`config.mk`:
```
export PLATFORM = sky130hd
export DESIGN_NAME = output_collector
export DESIGN_NICKNAME = d
export VERILOG_FILES = /design/src/rtl/output_collector.sv
export SDC_FILE = /design/constraint.sdc
export NUM_CORES = 1
export LEC_CHECK = 0
export ABC_AREA = 0
export ABC_CLOCK_PERIOD_IN_PS = 13400
export CAP_MARGIN = 20
export CORE_MARGIN = 2
export CORE_UTILIZATION = 25
export DETAILED_ROUTE_END_ITERATION = 8
export REMOVE_ABC_BUFFERS = 1
export SYNTH_ARGS = -nofsm -noshare
export SYNTH_HDL_FRONTEND = slang
export SYNTH_SLANG_ARGS = --single-unit
```
`constraint.sdc`:
```
create_clock -name clk -period 13.4 [get_ports clk]
set_input_delay 2.01 -clock clk [delete_from_list [all_inputs] [get_ports clk]]
set_output_delay 2.01 -clock clk [all_outputs]
set_load 0.03 [all_outputs]
```
`src/rtl/output_collector.sv`:
```
// output_collector: absorbs the convolution chip's per-cycle result stream
// into a FIFO (data plus x/y/ch), presents it to the host over valid/ready,
// and tracks per-frame result counts, frame completion and dropped results.
// Optional build macro: OUTPUT_COLLECTOR_RELU_EN clamps negative data to 0
// at push time.
module output_collector #(
  parameter int IO_DATA_WIDTH      = 16,
  parameter int FEATURE_MAP_WIDTH  = 1024,
  parameter int FEATURE_MAP_HEIGHT = 1024,
  parameter int OUTPUT_NB_CHANNELS = 64,
  parameter int FIFO_DEPTH         = 16,
  parameter int ALMOST_FULL_MARGIN = 2
) (
  input  logic                                    clk,
  input  logic                                    arst_n_in,
  input  logic signed [IO_DATA_WIDTH-1:0]         in_data,
  input  logic                                    in_valid,
  input  logic [$clog2(FEATURE_MAP_WIDTH)-1:0]    in_x,
  input  logic [$clog2(FEATURE_MAP_HEIGHT)-1:0]   in_y,
  input  logic [$clog2(OUTPUT_NB_CHANNELS)-1:0]   in_ch,
  input  logic                                    frame_start,
  input  logic [31:0]                             frame_len,
  output logic signed [IO_DATA_WIDTH-1:0]         out_data,
  output logic [$clog2(FEATURE_MAP_WIDTH)-1:0]    out_x,
  output logic [$clog2(FEATURE_MAP_HEIGHT)-1:0]   out_y,
  output logic [$clog2(OUTPUT_NB_CHANNELS)-1:0]   out_ch,
  output logic                                    out_valid,
  input  logic                                    out_ready,
  output logic [$clog2(FIFO_DEPTH):0]             fill_level,
  output logic                                    almost_full,
  output logic                                    drop_err,
  output logic                                    frame_done,
  output logic [31:0]                             result_count
);

  localparam int XW  = $clog2(FEATURE_MAP_WIDTH);
  localparam int YW  = $clog2(FEATURE_MAP_HEIGHT);
  localparam int CHW = $clog2(OUTPUT_NB_CHANNELS);
  localparam int AW  = $clog2(FIFO_DEPTH);
  localparam int CW  = AW + 1;
  localparam int EW  = IO_DATA_WIDTH + XW + YW + CHW;

  typedef enum logic [1:0] {IDLE, COLLECT, DRAIN, DONE} state_t;

  state_t                    state_q, state_d;
  logic [AW-1:0]             wr_ptr_q, wr_ptr_d;
  logic [AW-1:0]             rd_ptr_q, rd_ptr_d;
  logic [CW-1:0]             count_q, count_d;
  logic [31:0]               result_count_q, result_count_d;
  logic [31:0]               len_q, len_d;
  logic                      drop_err_q, drop_err_d;
  logic [EW-1:0]             mem_q [FIFO_DEPTH];

  logic                      full, pop, push_acc, start_acc;
  logic [IO_DATA_WIDTH-1:0]  wr_data;
  logic [EW-1:0]             head;

  // Write-side data shaping and handshake decode.
  always_comb begin
`ifdef OUTPUT_COLLECTOR_RELU_EN
    wr_data = (in_data < 0) ? '0 : in_data;
`else
    wr_data = in_data;
`endif
    full      = (count_q == CW'(FIFO_DEPTH));
    pop       = out_valid && out_ready;
    push_acc  = in_valid && (state_q == COLLECT) && (!full || pop);
    start_acc = frame_start && ((state_q == IDLE) || (state_q == DONE));
  end

  // Next-state logic for the frame FSM, pointers, counters and error flag.
  always_comb begin
    state_d        = state_q;
    wr_ptr_d       = wr_ptr_q;
    rd_ptr_d       = rd_ptr_q;
    count_d        = count_q;
    result_count_d = result_count_q;
    len_d          = len_q;
    drop_err_d     = drop_err_q;

    case (state_q)
      IDLE, DONE: if (start_acc) state_d = COLLECT;
      COLLECT:    if (result_count_q == len_q) state_d = DRAIN;
      DRAIN:      if (count_q == '0 && !push_acc) state_d = DONE;
      default:    state_d = IDLE;
    endcase

    if (start_acc) begin
      result_count_d = '0;
      len_d          = frame_len;
      drop_err_d     = 1'b0;
    end else if (push_acc) begin
      result_count_d = result_count_q + 32'd1;
    end

    // A stray or overflowing result is lost; flag it even on a start cycle.
    if (in_valid && !push_acc) drop_err_d = 1'b1;

    if (push_acc) wr_ptr_d = wr_ptr_q + AW'(1);
    if (pop)      rd_ptr_d = rd_ptr_q + AW'(1);
    case ({push_acc, pop})
      2'b10:   count_d = count_q + CW'(1);
      2'b01:   count_d = count_q - CW'(1);
      default: count_d = count_q;
    endcase
  end

  // Control state registers with asynchronous reset.
  always_ff @(posedge clk or negedge arst_n_in) begin
    if (!arst_n_in) begin
      state_q        <= IDLE;
      wr_ptr_q       <= '0;
      rd_ptr_q       <= '0;
      count_q        <= '0;
      result_count_q <= '0;
      len_q          <= '0;
      drop_err_q     <= 1'b0;
    end else begin
      state_q        <= state_d;
      wr_ptr_q       <= wr_ptr_d;
      rd_ptr_q       <= rd_ptr_d;
      count_q        <= count_d;
      result_count_q <= result_count_d;
      len_q          <= len_d;
      drop_err_q     <= drop_err_d;
    end
  end

  // FIFO storage; contents are qualified by count, so no reset is needed.
  always_ff @(posedge clk) begin
    if (push_acc) mem_q[wr_ptr_q] <= {wr_data, in_x, in_y, in_ch};
  end

  // Output decode: head fields are forced to zero whenever the FIFO is empty.
  always_comb begin
    out_valid    = (count_q != '0);
    head         = out_valid ? mem_q[rd_ptr_q] : '0;
    out_data     = head[EW-1 -: IO_DATA_WIDTH];
    out_x        = head[YW+CHW +: XW];
    out_y        = head[CHW +: YW];
    out_ch       = head[CHW-1:0];
    fill_level   = count_q;
    almost_full  = (count_q >= CW'(FIFO_DEPTH - ALMOST_FULL_MARGIN));
    drop_err     = drop_err_q;
    frame_done   = (state_q == DONE);
    result_count = result_count_q;
  end

endmodule
```
==> flow_summary.json, run 1 <==
{
  "synthArstFlopShare_pct": 10.6,
  "clk_pin_slew_ps": 60,
  "cts_buffers": 76,
  "p_int_mw": 5.13,
  "synth_area_um2": 29600,
  "clock_skew_ps": 41.3,
  "final_cell_mix": "672 x edfxtp_1, 210 x mux4_2, 160 x clkdlybuf4s50_1",
  "hold_viol_final": 0,
  "grt_setup_unrepaired": "false",
  "cts_sinks": 752,
  "p_sw_share_pct": 31.1,
  "core_um2": 118000,
  "drv_cap": 0,
  "ys_types": 50,
  "die-area_um2": 121000,
  "path_max_fanout": 45,
  "areaGrowthSynthToFinish_pct": 20.9,
  "endpoint_kind": "output port",
  "syn_inst": 1441,
  "cp_slowest_cell": "dfrtp_4",
  "tightest_slew_ps": 1000,
  "die_w_um": 348,
  "p_clk_share_pct": 28.7,
  "seq_area_frac_synth_pct": 74.9,
  "grt_start_max_net_pins": 81,
  "avgSynthCellArea_um2": 20.6,
  "ys.flop_type": "edfxtp_1",
  "antenna_found_initial": 9,
  "final.period_utilization_pct": 51.3,
  "path_cells": "buf_4 -> buf_4 -> buf_16 -> mux4_2 -> mux4_2 -> and2_1 -> clkdlybuf4s50_1",
  "hpwl_um": 37500,
  "io_buffer_count": 161,
  "yosysWarnings": 0,
  "outcome": "complete, no violations",
  "drc": 0,
  "vias": 14542,
  "cts_tree": "yes",
  "tns_ps": 0,
  "start_util_pct": 25.2,
  "wl_per_cell_um": 22.0,
  "rows": 126,
  "clockBufferDepth": 3,
  "htreeDepth": 3,
  "place_congestion": 0.761,
  "track_usage_pct": 11.6,
  "grt-ovfl-total": 0,
  "synth_edf_count": 672,
  "slew_headroom_pct": 33.0,
  "max-vdd-ir-drop_uv": 117,
  "pwr-share-comb_pct": 31.4,
  "cp.arrival_ps": 4860,
  "finalNetCount": 1730,
  "setup_viol": 0,
  "worst_ep_required_time_ps": 11390,
  "io_pins": 162,
  "cts_setup_buffers": 0,
  "die_height_um": 348,
  "grt_pass1_vias": 15517,
  "holdCritPathClass": "reg -> reg",
  "grt_pass1_wl_um": 104000,
  "path_class": "reg -> out",
  "fin_area_um2": 35800,
  "antenna_left": 0,
  "total_power_mw": 7.44,
  "p_per_area_nw_per_um2": 208,
  "timing.fmax_mhz": 146,
  "drive_gt1_share_pct": 22.6,
  "drtIter0Drc": 1284,
  "cts_root_buf": "clkbuf_16",
  "cpPeakStageDelay_ps": 810,
  "via_per_inst": 4.49,
  "cts_hold_buffers": 0,
  "nFillCells": 11238,
  "cp-start-kind": "register",
  "place_area_um2": 33200,
  "seqPwrFrac_pct": 39.9,
  "clock_latency_ps": 640,
  "leakage_nw": 11.6,
  "wirelength_um": 71400,
  "cts_resized": 0,
  "power_switching_mw": 2.31,
  "final_common_cell": "edfxtp_1",
  "min_period_ps": 6870,
  "report.final.slew_viol_count": 0,
  "yosys_register_bits": 752,
  "first_pass_iters": 5
}
==> area by class of cell <==
class | count | area [µm²] | area share [%]
antenna | 5 | 12.5 | 0.0349
clock buffer | 94 | 2050 | 5.73
clock inverter | 42 | 467 | 1.30
inverter | 15 | 56.3 | 0.157
multi-input combinational | 603 | 7220 | 20.2
sequential | 752 | 22200 | 61.9
tap | 1536 | 1920 | 5.36
timing repair buffer | 190 | 1900 | 5.31
==> Yosys cell counts, drive strengths merged (3+ instances only) <==
cell | count | area share (%)
nor2 | 35 | 0.44
o21ai | 9 | 0.15
edfxtp | 672 | 68
buf | 30 | 0.46
dfrtp | 80 | 6.8
or3 | 8 | 0.19
a2111o | 3 | 0.12
xnor2 | 16 | 0.47
xor2 | 43 | 1.3
mux2i | 5 | 0.17
mux2 | 3 | 0.11
nand2b | 4 | 0.084
ha | 12 | 0.51
and2 | 45 | 0.95
nor3 | 7 | 0.12
or4 | 5 | 0.13
mux4 | 210 | 16
a31o | 3 | 0.089
nand2 | 121 | 1.5
nor4 | 15 | 0.34
clkbuf | 41 | 0.52
nand4 | 10 | 0.21
a21oi | 14 | 0.24
o31ai | 3 | 0.076
inv | 15 | 0.19
nand3 | 13 | 0.24
==> logic make-up after synthesis <==
| family | share of synthesized area, % |
|---|---|
| flip-flops | 74.9 |
| AND/OR/NAND/NOR | 4.47 |
| multiplexers | 16.2 |
| buffers and inverters | 1.17 |
| XOR/XNOR | 1.74 |
| AO/OA/AOI/OAI | 0.933 |
| adder cells (fa/ha/maj) | 0.574 |
==> final timing paths <==
| check | from | endpoint | cells after the start | slack [ps] |
|---|---|---|---|---|
| hold reg to reg | drop_err | drop_err | 2 | 490 |
| hold / removal | drop_err | drop_err | 2 | 490 |
| min in group asynchronous | arst_n_in | len_q[4] | 1 | 1230 |
| max in group asynchronous | arst_n_in | rd_ptr_q[2] | 2 | 11520 |
| setup reg to reg | fill_level[1] | fill_level[4] | 9 | 9890 |
| setup / recovery | rd_ptr_q[0] | out_data[6] | 7 | 6530 |
==> routing by layer <==
metal  vias to the layer above  share of wire (%)  GRT usage (%)
met5                         -              0.069              0
met4                         8                1.7           2.34
met3                       107                6.0           2.79
met2                       431                 50           19.7
met1                      7760                 42           15.2
li1                       6236                  -              -
==> critical path, delay by kind of cell (launching register included) <==
family                 cells  cell delay (ps)
AND/OR/NAND/NOR            1              200
flip-flops                 1              810
multiplexers               2             1040
buffers and inverters      4             2040
==> state kept, by name, indices dropped and copies added (netlist names) <==
register / flops
result_count: 32
rd_ptr_q: 4
state_q: 2
drop_err: 1
wr_ptr_q: 4
fill_level: 5
mem_q: 672
len_q: 32
==> power by group through the flow <==
stage / combinational [mW] / clock [mW] / sequential, mW
4_1_cts: 2.39 / 2.19 / 2.97
3_5_place_dp: 2.38 / 0 / 3.02
5_1_grt: 2.52 / 2.27 / 3.00
2_1_floorplan: 1.62 / 0 / 3.12
3_3_place_gp: 2.35 / 0 / 3.01
6_report: 2.34 / 2.14 / 2.97
==> stage by stage <==
step,setup slack (ps),hold slack [ps],instances,util (%)
final,6530,487,3237,30.4
after global routing,6170,526,3232,30.4
after CTS,5990,500,3227,30.3
after detailed placement,6680,485,3091,28.2
after global placement,6760,481,3091,28.2
after floorplan,3530,465,1370,-
(Power assumes the default switching activity.)
==> inputs of run 2 (changes only) <==
- ABC_CLOCK_PERIOD_IN_PS: 13400 -> 6300
- clock period: 13.4 -> 6.3 ns (I/O delays scaled with it)
==> flow_summary.json, run 2 (same netlist as run 1, synthesis figures left out) <==
{
  "outcome": "complete, no violations",
  "cts_buffers": 78,
  "top_register": "mem_q",
  "timing.fmax_mhz": 204,
  "grt-ovfl-total": 0,
  "nFillCells": 11268,
  "cpPeakStageDelay_ps": 930,
  "place_congestion": 0.761,
  "setup_viol": 0,
  "die-area_um2": 121000,
  "holdCritPathClass": "in -> async",
  "crit_path_start": "rd_ptr_q[1]",
  "path_max_fanout": 46,
  "cp-start-kind": "register",
  "p_per_area_nw_per_um2": 441,
  "io_buffer_count": 161,
  "path_cells": "buf_4 -> mux4_2 -> mux4_2 -> and2_1 -> clkdlybuf4s50_1",
  "finalNetCount": 1742,
  "rrSetupSlack_ps": 2700,
  "clk_pin_slew_ps": 60,
  "start_util_pct": 25.2,
  "cp.arrival_ps": 3950,
  "slew_headroom_pct": 28.7,
  "r2r-start": "fill_level[1]",
  "vias": 14547,
  "drive_gt1_share_pct": 22.9,
  "grt_setup_unrepaired": "false",
  "antenna_found_initial": 11,
  "die_height_um": 348,
  "htreeDepth": 3,
  "total_power_mw": 15.8,
  "path_class": "reg -> out",
  "report.final.slew_viol_count": 0,
  "final_common_cell": "edfxtp_1",
  "leakage_nw": 11.6,
  "track_usage_pct": 11.7,
  "grt_pass1_vias": 15523,
  "grt_pass1_wl_um": 105000,
  "max-vdd-ir-drop_uv": 389,
  "wirelength_um": 71000,
  "cpMostUsedCell": "mux4_2",
  "path_buf_inv": 2,
  "min_period_ps": 4900,
  "wl_per_cell_um": 21.9,
  "cts_setup_buffers": 0,
  "final_cell_mix": "672 x edfxtp_1, 210 x mux4_2, 160 x clkdlybuf4s50_1",
  "hold_viol_final": 0,
  "hpwl_um": 42100,
  "clock_latency_ps": 660,
  "cts_root_buf": "clkbuf_16",
  "drv_cap": 0,
  "endpoint_kind": "output port",
  "crit_cells": 5,
  "cts_hold_buffers": 0,
  "cts_tree": "yes",
  "first_pass_iters": 5,
  "reg2reg_to": "fill_level[4]",
  "cp_top_family": "buffers and inverters",
  "antenna_left": 0,
  "cts_sinks": 752,
  "clock_skew_ps": 52.8,
  "tightest_slew_ps": 1070,
  "core_um2": 118000,
  "drc": 0,
  "grt_start_max_net_pins": 63,
  "diodes": 0,
  "io_pins": 162,
  "cp_slowest_cell": "dfrtp_4",
  "areaGrowthSynthToFinish_pct": 21.0,
  "die_w_um": 348,
  "via_per_inst": 4.49,
  "reg2reg_depth": 9,
  "clockBufferDepth": 3,
  "final_core_utilization_pct": 30.4,
  "worst_ep_required_time_ps": 5350,
  "cts_resized": 0,
  "final.period_utilization_pct": 77.7,
  "drtIter0Drc": 1007,
  "largest_reg_flops": 672,
  "rows": 126
}
-- run 2: cell types whose count changed in the layout (fill, tap and decap cells not counted), sizes merged --
cell	change
buf	+11
bufinv	-3
clkinv	+2
clkinvlp	-1
diode	-5
inv	-4
-- run 2: cell type report --
type | count | area (µm²) | share of cell area, %
Sequential cell | 752 | 22200 | 61.9
Timing Repair Buffer | 200 | 2010 | 5.61
Multi-Input combinational cell | 603 | 7220 | 20.1
Clock buffer | 95 | 2040 | 5.68
Inverter | 15 | 56.3 | 0.157
Clock inverter | 36 | 414 | 1.15
Tap cell | 1536 | 1920 | 5.36
-- run 2: through the flow --
| stage | area, µm² | worst slack, ps | TNS (ps) | hold WS [ps] | cells |
|---|---|---|---|---|---|
| finish | 35900 | 1410 | 0 | 246 | 3237 |
| global route | 35900 | 1210 | 0 | 243 | 3237 |
| CTS | 35800 | 1290 | 0 | 214 | 3236 |
| detailed placement | 33400 | 1870 | 0 | 485 | 3105 |
| global placement | 33400 | 1950 | 0 | 480 | 3104 |
| floorplan | 29300 | -2500 | -108460 | 465 | 1370 |
-- run 2: worst max path at each step --
stage | endpoint
CTS | out_x[0]
floorplan | out_ch[0]
global route | out_ch[3]
global placement | mem_q[15][24]
finish | out_data[4]
detailed placement | mem_q[15][8]
-- run 2: report_power, final --
part	internal [mW]	switching, mW
logic	2.46	2.53
clock network	2.49	1.94
registers	5.86	0.534
-- run 2: metal layers --
metal | wire length, µm | global-route usage [%] | vias up
met5 | 64 | 0 | -
met4 | 1310 | 2.38 | 10
met3 | 3770 | 2.55 | 113
met2 | 36000 | 20.2 | 422
met1 | 29900 | 15.0 | 7746
li1 | - | - | 6256
==> inputs of run 3 (changes only) <==
- ABC_CLOCK_PERIOD_IN_PS: 6300 -> 4900
- clock period: 6.3 -> 4.9 ns (I/O delays scaled with it)
==> flow_summary.json, run 3 (same netlist as run 1, synthesis figures left out) <==
{
  "drv_cap": 0,
  "io_buffer_count": 161,
  "largest_reg_flops": 672,
  "grt_setup_unrepaired": "false",
  "die_height_um": 348,
  "hold_viol_final": 0,
  "p_int_mw": 14.1,
  "core_um2": 118000,
  "fin_cells": 3242,
  "vias": 14589,
  "clock_latency_ps": 630,
  "track_usage_pct": 11.5,
  "antenna_found_initial": 12,
  "fin_area_um2": 35900,
  "whs_ps": 148,
  "slew_headroom_pct": 36.0,
  "p_per_area_nw_per_um2": 569,
  "drtIter0Drc": 1180,
  "cts_setup_buffers": 0,
  "cp.arrival_ps": 3750,
  "top_register": "mem_q",
  "grt_pass1_wl_um": 103000,
  "cts_tree": "yes",
  "path_class": "reg -> out",
  "first_pass_iters": 5,
  "setup_viol": 0,
  "clockBufferDepth": 3,
  "grt-ovfl-total": 0,
  "clk_pin_slew_ps": 60,
  "power_switching_mw": 6.36,
  "wirelength_um": 70900,
  "min_period_ps": 4490,
  "final_common_cell": "edfxtp_1",
  "final_cell_mix": "672 x edfxtp_1, 210 x mux4_2, 160 x clkdlybuf4s50_1",
  "clock_skew_ps": 43.6,
  "outcome": "complete, no violations",
  "leakage_nw": 11.6,
  "holdCritPathClass": "in -> async",
  "seqPwrFrac_pct": 39.6,
  "timing.fmax_mhz": 223,
  "areaGrowthSynthToFinish_pct": 21.3,
  "max-vdd-ir-drop_uv": 286,
  "p_clk_share_pct": 28.8,
  "endpoint_kind": "output port",
  "cts_hold_buffers": 0,
  "final.period_utilization_pct": 91.6,
  "grt_start_max_net_pins": 63,
  "cp-start-kind": "register",
  "report.final.slew_viol_count": 0,
  "htreeDepth": 3,
  "drive_gt1_share_pct": 23.2,
  "drc": 0,
  "via_per_inst": 4.50,
  "cts_resized": 0,
  "p_sw_share_pct": 31.1,
  "die_w_um": 348,
  "nFillCells": 11251,
  "io_pins": 162,
  "cts_buffers": 78,
  "cts_root_buf": "clkbuf_16",
  "dp_slack_ps": 974,
  "finalNetCount": 1737,
  "worst_ep_required_time_ps": 4160,
  "antenna_left": 0,
  "place_congestion": 0.762,
  "rrSetupSlack_ps": 1410,
  "pwr-share-comb_pct": 31.7,
  "dp_cells": 3100,
  "setup_slack_ps": 413,
  "die-area_um2": 121000,
  "tightest_slew_ps": 960,
  "wl_per_cell_um": 21.9,
  "tns_ps": 0,
  "rows": 126,
  "cts_sinks": 752,
  "start_util_pct": 25.2,
  "grt_pass1_vias": 15358,
  "path_max_fanout": 39,
  "place_area_um2": 33400,
  "hpwl_um": 38400
}
run 3: layer usage:
metal	routed length [µm]	up-vias	track usage, %
met5	88	-	0
met4	1370	12	2.69
met3	4460	110	2.40
met2	35100	475	19.4
met1	29900	7734	15.2
li1	-	6258	-
run 3: worst paths after layout:
path,start,to,cells after the start
worst max-delay path,rd_ptr_q[1],out_ch[5],5
max in group asynchronous,arst_n_in,len_q[25],2
min in group clk,len_q[26],len_q[26],2
worst max register to register,fill_level[1],fill_level[4],9
worst min register to register,len_q[26],len_q[26],2
worst min-delay path,arst_n_in,len_q[20],1
run 3: power by group through the flow:
stage	sequential, mW	combinational, mW	clock, mW
after floorplan	8.48	4.11	0
after global placement	8.21	6.57	0
after detailed placement	8.24	6.65	0
after CTS	8.11	6.67	6.01
after global routing	8.16	6.93	6.26
final	8.09	6.47	5.88
run 3: critical path, stage by stage (launching register included):
cell and delay (ps):
dfrtp_4 850, buf_4 590, mux4_2 400, mux4_2 470
and2_1 210, clkdlybuf4s50_1 610
run 3: through the flow:
| stage | power (mW) | utilization (%) |
|---|---|---|
| 3_3_place_gp | 14.8 | 28.3 |
| 2_1_floorplan | 12.6 | - |
| 4_1_cts | 20.8 | 30.5 |
| 3_5_place_dp | 14.9 | 28.3 |
| 5_1_grt | 21.4 | 30.5 |
| 6_report | 20.4 | 30.5 |
run 3: area by class of cell:
class	count	area [µm²]	area share, %
sequential	752	22200	61.7
tap	1536	1920	5.35
inverter	15	56.3	0.157
clock buffer	93	2040	5.67
clock inverter	47	513	1.43
multi-input combinational	603	7220	20.1
antenna	1	2.50	0.00696
timing repair buffer	195	2000	5.56
